--- src/rtl/ring_if.sv ---
// ring_if: phase bus from a ring counter plus the decoded status returned by ring_decoder.
interface ring_if #(
  parameter int N  = 4,
  parameter int IW = $clog2(N),
  parameter int CW = 8
);
  logic [N-1:0]  phase;
  logic          clr;
  logic [IW-1:0] idx;
  logic          valid;
  logic          locked;
  logic          wrap;
  logic          fault;
  logic          err;
  logic          stall;
  logic [CW-1:0] rotations;
  modport master (output phase, clr, input idx, valid, locked, wrap, fault, err, stall, rotations);
  modport slave  (input phase, clr, output idx, valid, locked, wrap, fault, err, stall, rotations);
endinterface

--- src/rtl/ring_decoder.sv ---
// ring_decoder: locks onto a one-hot ring phase, decodes its index, counts rotations, flags faults and stalls.
module ring_decoder #(
  parameter int N           = 4,
  parameter int IW          = $clog2(N),
  parameter int LOCK_CYCLES = 2,
  parameter int STALL_MAX   = 15,
  parameter int CW          = 8
) (
  input logic   clk,
  input logic   reset,
  ring_if.slave bus
);
  localparam int RW = $clog2(LOCK_CYCLES + 1);
  localparam int HW = $clog2(STALL_MAX + 2);
  typedef enum logic {UNLOCKED, LOCKED} state_t;
  state_t        state_q, state_d;
  logic [N-1:0]  ph_q, ph_d;
  logic [RW-1:0] run_q, run_d;
  logic [HW-1:0] hold_q, hold_d;
  logic [IW-1:0] idx_q, idx_d;
  logic [CW-1:0] rot_q, rot_d;
  logic          valid_q, valid_d, wrap_q, wrap_d, fault_q, fault_d, err_q, err_d;
  logic          s_ok, p_ok, adv, hold, good, was;
  always_comb begin
    s_ok    = $onehot(bus.phase);
    p_ok    = $onehot(ph_q);
    adv     = s_ok && p_ok && bus.phase == {ph_q[N-2:0], ph_q[N-1]};
    hold    = s_ok && p_ok && bus.phase == ph_q;
    good    = adv || hold;
    was     = state_q == LOCKED;
    ph_d    = bus.phase;
    run_d   = !s_ok ? '0 : !good ? RW'(1) : run_q == RW'(LOCK_CYCLES) ? run_q : run_q + RW'(1);
    state_d = was ? (good ? LOCKED : UNLOCKED) : (run_d == RW'(LOCK_CYCLES) ? LOCKED : UNLOCKED);
    hold_d  = (was && hold) ? (hold_q == HW'(STALL_MAX + 1) ? hold_q : hold_q + HW'(1)) : '0;
    wrap_d  = was && adv && ph_q[N-1];
    fault_d = was && !good;
    err_d   = fault_d || (err_q && !bus.clr);
    rot_d   = bus.clr ? '0 : rot_q + CW'(wrap_d);
    valid_d = s_ok;
    idx_d   = '0;
    for (int i = 0; i < N; i++) if (s_ok && bus.phase[i]) idx_d = IW'(i);
  end
  always_ff @(posedge clk or posedge reset) begin
    if (reset) begin
      state_q <= UNLOCKED;
      ph_q    <= '0;
      run_q   <= '0;
      hold_q  <= '0;
      idx_q   <= '0;
      rot_q   <= '0;
      valid_q <= 1'b0;
      wrap_q  <= 1'b0;
      fault_q <= 1'b0;
      err_q   <= 1'b0;
    end else begin
      state_q <= state_d;
      ph_q    <= ph_d;
      run_q   <= run_d;
      hold_q  <= hold_d;
      idx_q   <= idx_d;
      rot_q   <= rot_d;
      valid_q <= valid_d;
      wrap_q  <= wrap_d;
      fault_q <= fault_d;
      err_q   <= err_d;
    end
  end
  assign bus.idx       = idx_q;
  assign bus.valid     = valid_q;
  assign bus.locked    = state_q == LOCKED;
  assign bus.wrap      = wrap_q;
  assign bus.fault     = fault_q;
  assign bus.err       = err_q;
  assign bus.stall     = state_q == LOCKED && hold_q > HW'(STALL_MAX);
  assign bus.rotations = rot_q;
endmodule

--- src/flat_wrapper.sv ---
// flat-port wrapper written by rule: the top's interface ports become plain ports
module ring_decoder_flat 
#(
  parameter int N           = 4,
  parameter int IW          = $clog2(N),
  parameter int LOCK_CYCLES = 2,
  parameter int STALL_MAX   = 15,
  parameter int CW          = 8
)
  (clk, reset, bus_phase, bus_clr, bus_idx, bus_valid, bus_locked, bus_wrap, bus_fault, bus_err, bus_stall, bus_rotations);
  ring_if #(.N(N), .IW(IW), .CW(CW)) bus_i ();
  input logic clk;
  input logic reset;
  input wire logic [$bits(bus_i.phase)-1:0] bus_phase;
  input wire logic [$bits(bus_i.clr)-1:0] bus_clr;
  output wire logic [$bits(bus_i.idx)-1:0] bus_idx;
  output wire logic [$bits(bus_i.valid)-1:0] bus_valid;
  output wire logic [$bits(bus_i.locked)-1:0] bus_locked;
  output wire logic [$bits(bus_i.wrap)-1:0] bus_wrap;
  output wire logic [$bits(bus_i.fault)-1:0] bus_fault;
  output wire logic [$bits(bus_i.err)-1:0] bus_err;
  output wire logic [$bits(bus_i.stall)-1:0] bus_stall;
  output wire logic [$bits(bus_i.rotations)-1:0] bus_rotations;
  assign bus_i.phase = bus_phase;
  assign bus_i.clr = bus_clr;
  assign bus_idx = bus_i.idx;
  assign bus_valid = bus_i.valid;
  assign bus_locked = bus_i.locked;
  assign bus_wrap = bus_i.wrap;
  assign bus_fault = bus_i.fault;
  assign bus_err = bus_i.err;
  assign bus_stall = bus_i.stall;
  assign bus_rotations = bus_i.rotations;
  ring_decoder #(.N(N), .IW(IW), .LOCK_CYCLES(LOCK_CYCLES), .STALL_MAX(STALL_MAX), .CW(CW)) u_core (.clk(clk), .reset(reset), .bus(bus_i));
endmodule
--- config.mk ---
export PLATFORM = sky130hd
export DESIGN_NAME = ring_decoder_flat
export DESIGN_NICKNAME = d
export VERILOG_FILES = /design/src/rtl/ring_if.sv /design/src/rtl/ring_decoder.sv /design/src/flat_wrapper.sv
export SDC_FILE = /design/constraint.sdc
export NUM_CORES = 1
export LEC_CHECK = 0
export ABC_CLOCK_PERIOD_IN_PS = 3600
export CAP_MARGIN = 20
export CORE_ASPECT_RATIO = 1.5
export CORE_UTILIZATION = 35
export DETAILED_ROUTE_END_ITERATION = 6
export GPL_TIMING_DRIVEN = 0
export PLACE_DENSITY = 0.58
export SETUP_SLACK_MARGIN = 0.05
export SYNTH_ARGS = -nofsm -noshare
export SYNTH_HDL_FRONTEND = slang
export SYNTH_SLANG_ARGS = --single-unit
export TNS_END_PERCENT = 20
--- constraint.sdc ---
create_clock -name clk -period 3.6 [get_ports clk]
set_input_delay 0.54 -clock clk [delete_from_list [all_inputs] [get_ports clk]]
set_output_delay 0.54 -clock clk [all_outputs]
set_load 0.05 [all_outputs]
==> results of run 1 <==
## cells in the mapped netlist
master / number / area (um^2)
sky130_fd_sc_hd__nor3b_1: 1 / 7.51
sky130_fd_sc_hd__o21ai_1: 1 / 5.00
sky130_fd_sc_hd__and4_1: 1 / 8.76
sky130_fd_sc_hd__nor3b_4: 1 / 18.8
sky130_fd_sc_hd__nor4_1: 1 / 6.26
sky130_fd_sc_hd__xnor2_1: 4 / 35.0
sky130_fd_sc_hd__nor2_1: 11 / 41.3
sky130_fd_sc_hd__and2_1: 1 / 6.26
sky130_fd_sc_hd__o21a_1: 3 / 22.5
sky130_fd_sc_hd__ha_1: 12 / 150
sky130_fd_sc_hd__inv_1: 9 / 33.8
sky130_fd_sc_hd__nor4_2: 1 / 12.5
sky130_fd_sc_hd__fa_1: 2 / 40.0
sky130_fd_sc_hd__nor3_1: 2 / 10.0
sky130_fd_sc_hd__nand2_1: 1 / 3.75
sky130_fd_sc_hd__nand3_1: 6 / 30.0
sky130_fd_sc_hd__a41oi_1: 1 / 8.76
sky130_fd_sc_hd__dfrtp_1: 26 / 651
sky130_fd_sc_hd__nor2b_1: 3 / 18.8
sky130_fd_sc_hd__xor2_1: 13 / 114
sky130_fd_sc_hd__a21oi_1: 1 / 5.00
sky130_fd_sc_hd__clkbuf_1: 1 / 3.75
sky130_fd_sc_hd__nor4b_4: 1 / 23.8
sky130_fd_sc_hd__and3_1: 4 / 25.0
sky130_fd_sc_hd__a22o_1: 1 / 8.76
sky130_fd_sc_hd__mux2i_1: 1 / 10.0
sky130_fd_sc_hd__a31oi_1: 1 / 6.26
## area by class of cell
cell class | count | area share (%)
Multi-Input combinational cell | 74 | 37.5
Inverter | 9 | 2.05
Clock buffer | 3 | 2.50
Buffer | 1 | 0.227
Sequential cell | 26 | 39.4
Tap cell | 42 | 3.18
Timing Repair Buffer | 23 | 15.2
## path summary, 6_finish.rpt
check                                                     to  slack, ns  depth (start not counted)
max                        u_core.bus.rotations[5]$_DFF_PP0_       0.26                         12
min                                 u_core.bus.err$_DFF_PP0_       0.52                          1
max reg2reg                u_core.bus.rotations[5]$_DFF_PP0_       0.84                         11
min reg2reg                         u_core.bus.err$_DFF_PP0_       0.52                          1
max in group asynchronous           u_core.ph_q[3]$_DFF_PP0_       2.58                          3
min in group asynchronous  u_core.bus.rotations[6]$_DFF_PP0_       0.59                          2
## per-layer routing
layer | wire length (um) | part of all wire (%) | vias up | global-route usage [%]
met1 | 952 | 41 | 422 | 14.9
met5 | 0 | 0 | - | 0
met2 | 1250 | 54 | 19 | 22.9
met3 | 84 | 3.6 | 2 | 2.18
met4 | 24 | 1.0 | 0 | 6.49
li1 | - | - | 423 | -
## flip-flops by register name (all words and copies together), names as in the netlist
name and cells:
u_core.bus.rotations 8, u_core.bus.locked 1, u_core.bus.fault 1, u_core.bus.wrap 1, u_core.bus.idx 2, u_core.bus.err 1, u_core.ph_q 4, u_core.run_q 2
u_core.bus.valid 1, u_core.hold_q 5
## through the flow
step | setup WS [ns] | TNS, ns | area [um^2] | total power, uW
2_1_floorplan | 0.653 | 0 | 1310 | 379
3_3_place_gp | -0.157 | -0.594 | 1570 | 407
3_5_place_dp | -0.245 | -1.12 | 1570 | 411
4_1_cts | 0.175 | 0 | 1620 | 575
5_1_grt | 0.104 | 0 | 1650 | 602
6_report | 0.261 | 0 | 1650 | 568
## logic make-up after synthesis
group | count (synthesis)
fa+ha+maj | 14
xor+xnor | 17
mux | 1
simple gates | 34
compound gates | 8
flops | 26
buf+inv | 10
## report_power, final
group | leakage (uW) | total, uW | switching [uW] | internal [uW]
Clock | 0.0000216 | 158 | 83.4 | 74.8
Sequential | 0.000351 | 307 | 4.95 | 302
Combinational | 0.000397 | 103 | 58.4 | 44.3
Total | 0.000770 | 568 | 147 | 421
## worst reg2reg max path, cell delays in order, from the launching register on
cell	delay [ns]
sky130_fd_sc_hd__dfrtp_1	0.44
sky130_fd_sc_hd__ha_1	0.30
sky130_fd_sc_hd__ha_1	0.21
sky130_fd_sc_hd__fa_1	0.44
sky130_fd_sc_hd__nor2_1	0.10
sky130_fd_sc_hd__and3_1	0.20
sky130_fd_sc_hd__and4_1	0.23
sky130_fd_sc_hd__ha_1	0.17
sky130_fd_sc_hd__and3_1	0.22
sky130_fd_sc_hd__nand3_1	0.11
sky130_fd_sc_hd__xor2_1	0.17
sky130_fd_sc_hd__nor2_1	0.06
## timing repair
| item | CTS | global route |
|---|---|---|
| resized for setup | 0 | 2 |
| buffers inserted | 1 | 0 |
| pin swaps | 1 | 0 |
| endpoints found under the setup margin | 2 | 3 |
| hold endpoints to repair | 0 | 0 |
==> results, run 1 <==
- The run finished with clean final reports.
- The DRC violation count after routing is 0.
- After clock tree synthesis, the clock-pin slew on the worst setup and hold paths is 0.08 ns.
- The power per cell area is 344 nW/um^2.
- After detailed placement, the design holds a cell count of 173.
- The net count of the mapped netlist is 131.
- The clock root buffer master is sky130_fd_sc_hd__clkbuf_8.
- In this run the critical register-to-register path is launched from u_core.ph_q[3]$_DFF_PP0_.
- Hold timing on the final database bottoms out at a slack of 0.521 ns.
- The filler cells instantiated in the layout total 342.
- The final period utilization is 92.8%.
- The clock skew is 0.00222 ns.
- The insertion delay of the later-clocked pin in the worst-skew pair is 0.26 ns.
- The signal on the critical path passes through clkdlybuf4s50_1 -> ha_1 -> ha_1 -> fa_1 -> nor3b_4 -> and3_1 -> and4_1 -> ha_1 -> and3_1 -> nand3_1 -> xor2_1 -> nor2_1.
- The count of non-filler cells in the finished layout is 178.
- The tool flagged a number of max-cap violations equal to 0.
- Summing every instance area after synthesis gives 1310 um^2.
- Routability-driven placement finished with a final weighted congestion of 0.779.
- The critical path is of the input port to flop type.
- The combined area of the multi-input logic cells is 618 um^2.
- Cells fill 47.4% of the core in the end.
- At the pin with the least slew margin, the transition time is 0.501 ns.
- The final period demand of the worst path is 3.34 ns.
- The startpoint identified for the worst hold timing path is u_core.bus.err$_DFF_PP0_.
- The number of global-route vias before repair came to 875.
- The count of vias placed by the detailed router is 866.
- In the final layout, flip-flops and latches occupy 651 um^2.
- Sequential elements use 49.8% of the synthesized area.
- Among the stages of the critical path, the cell type that occurs most often is sky130_fd_sc_hd__ha_1.
- Summing the areas of all xor and xnor instances in the mapped netlist gives 11.4% of the synthesized area.
- In this run the worst setup path begins at bus_phase[1].
- After synthesis, the largest family of logic cells by area is simple AND/OR/NAND/NOR gates.
- The final layout contains routed wiring with a total length of 2.31 mm.
- The worst stage delay on the critical path is 0.59 ns.
- The die is 76.8 um tall.
- The number of antenna diodes in the final layout is 0.
- Global routing consumed, over all layers together, 13.2% of the routing resources.
- The average footprint of a synthesized cell is 11.9 um^2.
- In this run the deepest clock path goes through 2 buffers.
- TritonCTS built the clock tree.
- The pre-antenna-repair detailed-routing pass consisted of 4 iterations.
- The data arrival time of the critical path is 3.48 ns.
- The required time reported for the critical path endpoint is 3.74 ns.
- The total clock buffers created by CTS is 3.
- The remaining global-route overflow is 0.
- The number of sinks handled by clock tree synthesis is 26.
- The die covers 3990 um^2.
- After technology mapping, the gate count stands at 110.
- Summing the areas of all compound-gate instances in the mapped netlist gives 4.31% of the synthesized area.
- The number of hold buffers added after CTS was 0.
- The share of final-layout standard cells stronger than drive strength 1 is 5.88%.
- The largest net degree at the start of global routing is 27.
- The number of antenna violations at the first check in global routing was 0.
- The post-synthesis adder-cell area fraction is 14.6%.
- Setup violations remaining at the end of the flow were counted as 0.
- The wire length of the first global-routing pass is 3.90 mm.
- Setup repair after global routing left no endpoint under its margin.
- The kind of capture point of the worst setup path is a flop.
- For this configuration, the core starts out at a cell density of 37.5%.
- During synthesis, Yosys emitted a total of 0 warnings.
- The number of unique standard cell types used by synthesis is 27.
- The H-tree depth is 1.
- The multiplexer share of the synthesized area is 0.766%.
- The most common library cell in the layout ignoring fill and taps is sky130_fd_sc_hd__dfrtp_1.
- The area overhead of the layout relative to synthesis is 26.3%.
- The net count of the finished layout is 159.
- The share of synthesized cell area in and, or, nand and nor gates is 16.3%.
- Measured against its own limit, the worst slew margin works out to 66.5%.
- The floorplan has 26 rows.
- The worst-case vdd ir drop is 0.000181 V.
- The number of buffers inserted by port buffering is 21.
- The nature of the critical path startpoint is an input port.
- In this run the worst hold path is classified as flop to flop.
- In this design, the largest share of critical-path delay is due to adder cells.
- Counting flops and latches in the post-synthesis netlist gives 26.
- In this run the remaining antenna-violating nets after routing total 0.
- The maximum fanout along the worst path is 5.
- The number of endpoints with negative hold slack in the final report is 0.
- The core box area is 3480 um^2.
- Measured along the x axis, the die boundary spans 51.9 um.
- The final count of pins violating max slew is 0.
- The detailed router finished its first iteration with 10 violations.
- The number of placed I/O pins is 23.
- The buffering stage count on the worst path with inverters included is 1.
- The HPWL after detailed placement is 1.77 mm.
- After detailed routing, the average wire length per cell comes to 13.0 um.
- The reported leakage power is 0.000770 uW.
- The top cell types in the final layout, fill and taps aside, are 26 x sky130_fd_sc_hd__dfrtp_1, 19 x sky130_fd_sc_hd__clkdlybuf4s50_1, 13 x sky130_fd_sc_hd__xor2_1.
- The detailed-route vias per instance is 4.87.
- Derived from the worst setup path, the maximum achievable clock frequency is 0.299 GHz.
- For this design, the slowest cell found on the critical path is sky130_fd_sc_hd__clkdlybuf4s50_1.
(Power assumes the default switching activity.)
==> inputs of run 2 (changes only) <==
--- a/config.mk
+++ b/config.mk
@@ -5,10 +5,10 @@
 export SDC_FILE = /design/constraint.sdc
 export NUM_CORES = 1
 export LEC_CHECK = 0
-export ABC_CLOCK_PERIOD_IN_PS = 3600
-export CAP_MARGIN = 20
+export ABC_CLOCK_PERIOD_IN_PS = 3550
 export CORE_ASPECT_RATIO = 1.5
 export CORE_UTILIZATION = 35
+export CTS_CLUSTER_DIAMETER = 150
 export DETAILED_ROUTE_END_ITERATION = 6
 export GPL_TIMING_DRIVEN = 0
 export PLACE_DENSITY = 0.58
==> constraint.sdc (replaced) <==
create_clock -name clk -period 3.55 [get_ports clk]
set_input_delay 0.5325 -clock clk [delete_from_list [all_inputs] [get_ports clk]]
set_output_delay 0.5325 -clock clk [all_outputs]
set_load 0.05 [all_outputs]
==> results, run 2 (synthesis gave the netlist of run 1 again) <==
- After layout, the minimum clock period comes to 3.35 ns.
- The global-route track usage on met1 is 14.9%.
- The most common library cell in the layout ignoring fill and taps is sky130_fd_sc_hd__dfrtp_1.
- The number of endpoints with negative hold slack in the final report is 0.
- Dividing total power by cell area gives a power density of 352 nW/um^2.
- The post-layout net count is 158.
- Once routing completed, OpenROAD measured the worst setup slack at 0.205 ns.
- Cells with a size suffix above 1 make up 5.19% of the layout.
- The data arrival time of the critical path is 3.49 ns.
- The initial DRC count is 18.
- The maximum fanout along the worst path is 5.
- At the pin with the least slew margin, the transition time is 0.976 ns.
- The fill cell instance count of the final layout is 345.
- CTS built an H-tree with a depth of 1.
- The first global-routing pass estimated 3.90 mm of wire.
- The floorplan has 26 rows.
- The layer carrying the most global-route usage is met2.
- Relative to the synthesized area, the layout overhead comes to 24.2%.
- The worst setup path is captured at a flop.
- The number of nets still failing antenna checks after routing is 0.
- The register with the most flip-flops in the layout has 8 of them.
- The die is 76.8 um tall.
- The total overflow left after global routing is 0.
- The path class of the tightest hold or removal check is flop to flop.
- The global-route usage over all layers is 13.2%.
- The number of antenna repair diodes is 0.
- Across the routed clock network, the largest skew measured is 0.00268 ns.
- For the worst setup path, the data required time is 3.69 ns.
- The number of global-route vias before repair is 875.
- The tool flagged a number of max-cap violations equal to 0.
- The count of non-filler cells in the finished layout is 177.
- For this run, the share of the core covered by cells in the final layout is 46.6%.
- The routed design has 2.31 mm of wire.
- During placement, the flow inserted port buffers numbering 21.
- The worst setup slack before clock tree synthesis is -0.288 ns.
- In this run the clock root is driven by a sky130_fd_sc_hd__clkbuf_8.
- The max-slew headroom at the worst pin is 34.8%.
- No sink is reached through more buffers than the 2 on the longest clock path.
- The wire-length estimate of the detail-placed layout is 1.77 mm.
- In the final routed layout, each cell accounts on average for 13.0 um.
- TritonCTS built the clock tree.
- The clock-pin slew reported for the worst setup and hold paths after clock tree synthesis is 0.08 ns.
- Including well taps, the total number of placed cells is 173.
- The worst-case IR drop observed on VDD is 0.000183 V.
- The initial utilization of the core area, before any placement, comes to 37.5%.
- The core box area is 3480 um^2.
- Before antenna repair, the detailed router went through 4 iterations.
- In this run the static leakage power is 0.000757 uW.
- The number of sinks handled by clock tree synthesis is 26.
- In the global route stage, met2 resource usage came out at 22.9%.
- The congestion estimate from routability-driven global placement came to 0.779.
- The final count of pins violating max slew came to 0.
- The worst setup path is of the input port to flop kind.
- In the final timing run, aggregate negative setup slack is 0 ns.
- In the routed design, unresolved DRC markers number 0.
- The number of antenna violations at the first check in global routing was 0.
- The later pin in the worst-skew pair is clocked with a latency of 0.26 ns.
- The largest net degree at the start of global routing is 27.
- The die covers 3990 um^2.
- Dividing the detail-routed via count by the number of cells gives 4.86.
- The die is 51.9 um wide.
- After layout, the worst path uses 94.2% of the clock period.
- Setup repair after global routing left no endpoint under its margin.
- Derived from the worst setup path, the maximum achievable clock frequency is 0.299 GHz.
- For this design the top-level I/O count stands at 23.
- The run finished with clean final reports.
- The final number of setup-violating endpoints is 0.
- The global-route track usage on met3 is 2.18%.
- The worst setup path is launched from an input port.
- Across all layers, the routed design uses 861 vias.
- In this run, CTS created clock tree buffers numbering 3.
- In the layout the commonest cells are 26 x sky130_fd_sc_hd__dfrtp_1, 19 x sky130_fd_sc_hd__clkdlybuf4s50_1, 13 x sky130_fd_sc_hd__xor2_1.
## run 2: timing repair
action / 4_1_cts / 5_1_grt
pin swaps: 1 / 0
resized for setup: 0 / 2
setup buffers: 1 / 0
hold buffers: 0 / 0
endpoints found under the setup margin: 4 / 4
## run 2: critical path, stage by stage
cell and delay, ns:
sky130_fd_sc_hd__clkdlybuf4s50_1 0.59, sky130_fd_sc_hd__ha_1 0.28, sky130_fd_sc_hd__ha_1 0.20, sky130_fd_sc_hd__fa_1 0.49
sky130_fd_sc_hd__nor3b_4 0.22, sky130_fd_sc_hd__and3_1 0.22, sky130_fd_sc_hd__and4_1 0.23, sky130_fd_sc_hd__ha_1 0.17
sky130_fd_sc_hd__and3_1 0.22, sky130_fd_sc_hd__nand3_1 0.11, sky130_fd_sc_hd__xor2_1 0.18, sky130_fd_sc_hd__nor2_1 0.06
## run 2: metrics by stage
step,power [uW],hold slack [ns],area [um^2]
final,572,0.521,1620
after global routing,607,0.546,1620
after CTS,583,0.527,1620
after detailed placement,417,0.507,1570
after global placement,413,0.504,1570
after floorplan,384,0.560,1310
## run 2: area by class of cell
cell class | count | area (um^2) | area share (%)
plain buffers | 1 | 3.75 | 0.231
clock buffers | 3 | 41.3 | 2.54
inverters | 9 | 33.8 | 2.08
multi-input cells | 74 | 618 | 38.1
flip-flops and latches | 26 | 651 | 40.1
well taps | 42 | 52.6 | 3.24
repair buffers | 22 | 223 | 13.7
## run 2: report_power, final
part | internal, uW | leakage (uW) | switching, uW
sequential | 306 | 0.000351 | 5.03
clock | 75.9 | 0.0000216 | 84.4
combinational | 41.9 | 0.000385 | 58.5
total | 424 | 0.000757 | 148
## run 2: final timing paths
kind,end,start,slack (ns),cells past startpoint
worst max-delay path,u_core.bus.rotations[5]$_DFF_PP0_,bus_phase[1],0.20,12
worst min-delay path,u_core.bus.err$_DFF_PP0_,u_core.bus.err$_DFF_PP0_,0.52,1
worst max register to register,u_core.bus.rotations[5]$_DFF_PP0_,u_core.ph_q[3]$_DFF_PP0_,0.77,11
worst min register to register,u_core.bus.err$_DFF_PP0_,u_core.bus.err$_DFF_PP0_,0.52,1
max in group asynchronous,u_core.bus.rotations[4]$_DFF_PP0_,reset,2.16,2
min in group asynchronous,u_core.hold_q[0]$_DFFE_PP0P_,reset,0.80,2
## run 2: routing by layer
layer  wire length (um)  share of wire, %
met5                  0                 0
met4                 27               1.2
met3                 86               3.7
met2               1230                53
met1                969                42
==> inputs of run 3 (changes only) <==
--- a/config.mk
+++ b/config.mk
@@ -8,6 +8,7 @@
 export ABC_CLOCK_PERIOD_IN_PS = 3550
 export CORE_ASPECT_RATIO = 1.5
 export CORE_UTILIZATION = 35
+export CTS_BUF_LIST = sky130_fd_sc_hd__clkbuf_8
 export CTS_CLUSTER_DIAMETER = 150
 export DETAILED_ROUTE_END_ITERATION = 6
 export GPL_TIMING_DRIVEN = 0
==> results of run 3 <==
No change in the layout: final DEF, timing and power equal those of run 2.
